<file path="src/rtl/sel_merge_pkg.sv">
// Shared constants, FSM state type and one-hot helper for the 9-to-1 select-merge.
package sel_merge_pkg;

    localparam int unsigned N_CH  = 9;
    localparam int unsigned IDX_W = 4;

    typedef enum logic [1:0] {
        IDLE    = 2'd0,
        DRIVE   = 2'd1,
        WAIT    = 2'd2,
        RELEASE = 2'd3
    } state_e;

    function automatic logic [IDX_W-1:0] onehot_to_idx(input logic [N_CH-1:0] oh);
        logic [IDX_W-1:0] idx;
        idx = '0;
        for (int unsigned i = 0; i < N_CH; i++) begin
            if (oh[IDX_W'(i)]) begin
                idx = idx | IDX_W'(i);
            end
        end
        return idx;
    endfunction

endpackage

</file>
<file path="src/rtl/sel_merge_arb9.sv">
// Combinational 9-way grant picker for the select-merge.
// SEL_MERGE_RR_EN selects round-robin from last_idx_i+1; otherwise lowest index wins.
module sel_merge_arb9
    import sel_merge_pkg::*;
(
    input  logic [N_CH-1:0]  pending_i,
    input  logic [IDX_W-1:0] last_idx_i,
    output logic [N_CH-1:0]  grant_o,
    output logic [IDX_W-1:0] grant_idx_o
);

`ifdef SEL_MERGE_RR_EN
    logic             found;
    logic [IDX_W-1:0] cand;

    always_comb begin
        grant_o = '0;
        found   = 1'b0;
        cand    = '0;
        // Walk the ring starting one past the last winner, wrapping 8->0.
        for (int unsigned off = 1; off <= N_CH; off++) begin
            cand = IDX_W'((int unsigned'(last_idx_i) + off) % N_CH);
            if (!found && pending_i[cand]) begin
                grant_o[cand] = 1'b1;
                found         = 1'b1;
            end
        end
    end
`else
    logic [IDX_W-1:0] unused_last;
    assign unused_last = last_idx_i;

    always_comb begin
        grant_o = pending_i & (~pending_i + N_CH'(1));
    end
`endif

    assign grant_idx_o = onehot_to_idx(grant_o);

endmodule

</file>
<file path="src/rtl/c_sel_merge9_sync.sv">
// Synchronous 9-to-1 select-merge on the drive/free pulse protocol.
// Build option SEL_MERGE_RR_EN enables round-robin grant (default: fixed priority).
module c_sel_merge9_sync
    import sel_merge_pkg::*;
#(
    parameter int unsigned FREE_DLY = 2
) (
    input  logic             clk,
    input  logic             rst,
    input  logic [N_CH-1:0]  i_drive,
    output logic [N_CH-1:0]  o_free,
    output logic             o_driveNext,
    output logic [IDX_W-1:0] o_sel,
    input  logic             i_freeNext,
    output logic             o_busy,
    output logic             o_overrun
);

    localparam int unsigned CNT_W = (FREE_DLY > 1) ? $clog2(FREE_DLY) : 1;

    state_e           state_q, state_d;
    logic [N_CH-1:0]  pending_q, pending_d;
    logic [N_CH-1:0]  free_q, free_d;
    logic [N_CH-1:0]  grant_oh, inflight;
    logic [IDX_W-1:0] sel_q, sel_d;
    logic [IDX_W-1:0] grant_idx, last_idx;
    logic [CNT_W-1:0] cnt_q, cnt_d;
    logic             drv_q, drv_d;
    logic             ovr_q, ovr_d;
    logic             busy;

`ifdef SEL_MERGE_RR_EN
    logic [IDX_W-1:0] ptr_q, ptr_d;

    assign last_idx = ptr_q;

    // Pointer parks on the top index so the first search after reset begins at 0.
    always_ff @(posedge clk) begin
        if (rst) begin
            ptr_q <= IDX_W'(N_CH - 1);
        end else begin
            ptr_q <= ptr_d;
        end
    end
`else
    assign last_idx = IDX_W'(N_CH - 1);
`endif

    sel_merge_arb9 u_arb (
        .pending_i   (pending_q),
        .last_idx_i  (last_idx),
        .grant_o     (grant_oh),
        .grant_idx_o (grant_idx)
    );

    assign busy     = (state_q != IDLE);
    assign inflight = busy ? (N_CH'(1) << sel_q) : '0;

    always_comb begin
        state_d   = state_q;
        sel_d     = sel_q;
        cnt_d     = cnt_q;
        free_d    = '0;
        drv_d     = 1'b0;
        // A repeat drive on a branch already queued or in flight only flags overrun.
        pending_d = pending_q | (i_drive & ~pending_q & ~inflight);
        ovr_d     = ovr_q | (|(i_drive & (pending_q | inflight)));
`ifdef SEL_MERGE_RR_EN
        ptr_d     = ptr_q;
`endif
        unique case (state_q)
            IDLE: begin
                if (|pending_q) begin
                    sel_d     = grant_idx;
                    pending_d = pending_d & ~grant_oh;
                    state_d   = DRIVE;
`ifdef SEL_MERGE_RR_EN
                    ptr_d     = grant_idx;
`endif
                end
            end
            DRIVE: begin
                drv_d   = 1'b1;
                state_d = WAIT;
            end
            WAIT: begin
                if (i_freeNext) begin
                    cnt_d   = CNT_W'(FREE_DLY - 1);
                    state_d = RELEASE;
                end
            end
            RELEASE: begin
                if (cnt_q == '0) begin
                    free_d  = N_CH'(1) << sel_q;
                    state_d = IDLE;
                end else begin
                    cnt_d = cnt_q - CNT_W'(1);
                end
            end
            default: state_d = IDLE;
        endcase
    end

    always_ff @(posedge clk) begin
        if (rst) begin
            state_q   <= IDLE;
            pending_q <= '0;
            sel_q     <= '0;
            cnt_q     <= '0;
            free_q    <= '0;
            drv_q     <= 1'b0;
            ovr_q     <= 1'b0;
        end else begin
            state_q   <= state_d;
            pending_q <= pending_d;
            sel_q     <= sel_d;
            cnt_q     <= cnt_d;
            free_q    <= free_d;
            drv_q     <= drv_d;
            ovr_q     <= ovr_d;
        end
    end

    assign o_free      = free_q;
    assign o_driveNext = drv_q;
    assign o_sel       = sel_q;
    assign o_busy      = busy;
    assign o_overrun   = ovr_q;

endmodule

</file>
<file path="config.mk">
export PLATFORM = sky130hd
export DESIGN_NAME = c_sel_merge9_sync
export DESIGN_NICKNAME = d
export VERILOG_FILES = /design/src/rtl/sel_merge_pkg.sv /design/src/rtl/sel_merge_arb9.sv /design/src/rtl/c_sel_merge9_sync.sv
export SDC_FILE = /design/constraint.sdc
export NUM_CORES = 1
export LEC_CHECK = 0
export ABC_AREA = 1
export BUFFER_PORTS_ARGS = -buffer_cell sky130_fd_sc_hd__buf_2
export CORE_MARGIN = 5
export CORE_UTILIZATION = 53
export DETAILED_ROUTE_END_ITERATION = 7
export PLACE_DENSITY = 0.83
export SYNTH_ARGS = -nofsm -noshare
export SYNTH_HDL_FRONTEND = slang
export SYNTH_SLANG_ARGS = --single-unit
</file>
<file path="constraint.sdc">
create_clock -name clk -period 2.1 [get_ports clk]
set_input_delay 0.21 -clock clk [delete_from_list [all_inputs] [get_ports clk]]
set_output_delay 0.21 -clock clk [all_outputs]
set_load 0.02 [all_outputs]
</file>
==> reports/summary.json <==
{
  "post_layout_instance_area_mm2": 0.001540,
  "final_nets": 244,
  "ys_seq_elements": 27,
  "clk_latency_ps": 320,
  "reg2reg_slack_ps": 660,
  "routed_vias": 1328,
  "total_power_w": 0.001889,
  "wire_length_of_the_first_global_routing_pass_um": 4954,
  "worst_vdd_ir_uv": 898.6,
  "slew_headroom_pct": 78.24,
  "path_class": "reg2out",
  "run_status": "complete, no violations",
  "postCtsHoldBufs": 0,
  "layout.cells.most_common_list": "sky130_fd_sc_hd__nand2_1 (47), sky130_fd_sc_hd__dfxtp_1 (27), sky130_fd_sc_hd__buf_2 (27)",
  "max_freq_mhz": 622.4,
  "totalNegativeSetupSlack_ps": 0,
  "timing_max_transition_violations_final": 0,
  "hpwlAfterDp_um": 2344,
  "timing.critical_path.required_ps": 1890,
  "synthCells": 197,
  "drive_above_1_share_pct": 18.14,
  "vias_per_cell": 5.188,
  "placement_rows": 18,
  "max_cap_violations": 0,
  "dpl-instance-area_mm2": 0.001510,
  "numCtsBuffers": 3,
  "worst_pin_slew_ps": 325.2,
  "rsz0062_at_grt": "false",
  "seq_area_frac_synth_pct": 39.96,
  "startpoint_type": "register",
  "synth.net_count": 214,
  "cts_resized": 0,
  "final.fill_count": 240,
  "synth.top_cells.by_area": "sky130_fd_sc_hd__dfxtp_1 (40%), sky130_fd_sc_hd__nand2_1 (13%), sky130_fd_sc_hd__nand3_1 (9.3%)",
  "ys_warn_count": 0,
  "multi_input_area_um2": 691.9,
  "cts_tree": "yes",
  "worst_path_max_delay_cell": "sky130_fd_sc_hd__dfxtp_1",
  "finalCoreUtilization_pct": 62.74,
  "static-leakage-power_nw": 0.7801,
  "power_per_cell_area_mw_per_mm2": 1226,
  "min-delay-path-class": "in2reg",
  "place_ws_ps": 694.9,
  "finalWeightedCongestion": 0.9347,
  "antenna_violations_before_repair": 0,
  "layout.area.seq_um2": 540.5,
  "worst-path-max-fanout": 11,
  "report.final.hold_viol_count": 0,
  "top_area_cell_type_share_of_the_netlist_area_pct": 39.96,
  "synth_area_mm2": 0.001353,
  "timing.critical_path.slowest_cell_delay_ps": 400,
  "fp.coreArea_mm2": 0.002455,
  "layout.cells.most_common": "sky130_fd_sc_hd__nand2_1",
  "synth_area_leader_cell": "sky130_fd_sc_hd__dfxtp_1",
  "drt_pass1_iterations": 4,
  "top_level_ports": 28,
  "cts-root-buf": "sky130_fd_sc_hd__clkbuf_4",
  "h_tree_lvl_count": 1,
  "wire_per_inst_um": 11.77,
  "port-buffer-count": 27,
  "setup.worst_path.end_class": "output port",
  "synth_cell_types": 23,
  "route.antenna.remaining_nets": 0,
  "gr-usage-all-layers_pct": 17.72,
  "layout_worst_path_cycle_share_pct": 76.51,
  "fp.dieArea_mm2": 0.003662,
  "floorplan.initialDensity_pct": 55.10,
  "clk_pin_slew_worst_paths_ps": 160,
  "drc_violations": 0,
  "final.min_clock_period_ps": 1607,
  "setup-violations-final": 0,
  "die-height_um": 60.52,
  "post_cts_repair_timing_setup_buffer_count": 0,
  "global_route.overflow_total": 0,
  "first_global_vias": 1135,
  "syn_area_per_cell_um2": 6.866,
  "cp.arrival_ps": 1400,
  "fp.dieW_um": 60.52,
  "grt_start_max_net_pins": 17,
  "clock-sinks": 27,
  "antennaDiodeCount": 0,
  "drt-initial-drc-count": 35,
  "syn_to_final_growth_pct": 13.88,
  "max-clock-path-buffers": 2,
  "cp_cell_sequence": "inv_1 -> ha_1 -> inv_2 -> buf_2",
  "worst_clock_skew_ps": 4.877,
  "wl_um": 3012,
  "smallest_setup_slack_after_layout_ps": 493.2
}
[layer usage]
layer  up-vias  wire (um)  track usage [%]
li1        695          -                -
met1       577       1394            24.97
met2        50       1304            27.16
met3         6        263            3.617
met4         0         48            5.882
met5         -          0                0
[worst max-delay path, delay by kind of cell (launching register included)]
family / cells / cell delay (ps)
buffers and inverters: 3 / 440
adder cells (fa/ha/maj): 1 / 220
flip-flops: 1 / 400
[layout make-up]
cell class                 instances  area share (%)
timing repair buffer              28           9.261
clock buffer                       3           1.462
sequential                        27           35.09
clock inverter                     1          0.4874
multi-input combinational        141           44.92
tap                               30           2.437
inverter                          26           6.336
[Yosys cell counts, drive strengths merged]
library cell   n
ha             5
nand3         25
o21a           1
nor3           2
a21boi         1
a21oi         18
nor4           2
o21ai         10
inv           26
o211ai         1
nor2          26
clkbuf         1
buf            2
dfxtp         27
nand4          1
a22oi          1
nand2         48
[metrics by stage]
stage / hold WS [ps] / instances
after CTS: 133.9 / 256
after global routing: 147.5 / 256
final: 144.3 / 256
after detailed placement: 473.3 / 252
after global placement: 469.3 / 252
after floorplan: 289.3 / 197
[power by group]
part | switching [W] | total (W) | internal, W
Combinational | 0.000621 | 0.000932 | 0.000311
Clock | 0.000163 | 0.000236 | 0.0000727
Sequential | 0.000108 | 0.000721 | 0.000613
[path summary, 6_finish.rpt]
kind,startpoint,endpoint,cells past startpoint
max reg2reg,state_q[0],o_overrun,11
min reg2reg,pending_q[6],pending_q[6],2
max,state_q[0],o_busy,4
min,i_drive[8],pending_q[8],3
[sequential cells by signal, indices dropped and copies added (netlist names)]
name / flops
pending_q: 9
o_driveNext: 1
o_overrun: 1
o_sel: 4
o_free: 9
state_q: 2
cnt_q: 1
[cell families (layout without fill, tap and decap cells)]
| group | Yosys count | in the layout | synth area share [%] |
|---|---|---|---|
| AO/OA/AOI/OAI | 32 | 32 | 12.58 |
| adder cells (fa/ha/maj) | 5 | 5 | 4.625 |
| buffers and inverters | 29 | 58 | 8.880 |
| flip-flops | 27 | 27 | 39.96 |
| AND/OR/NAND/NOR | 104 | 104 | 33.95 |
Power figures use the tool's default switching activity.
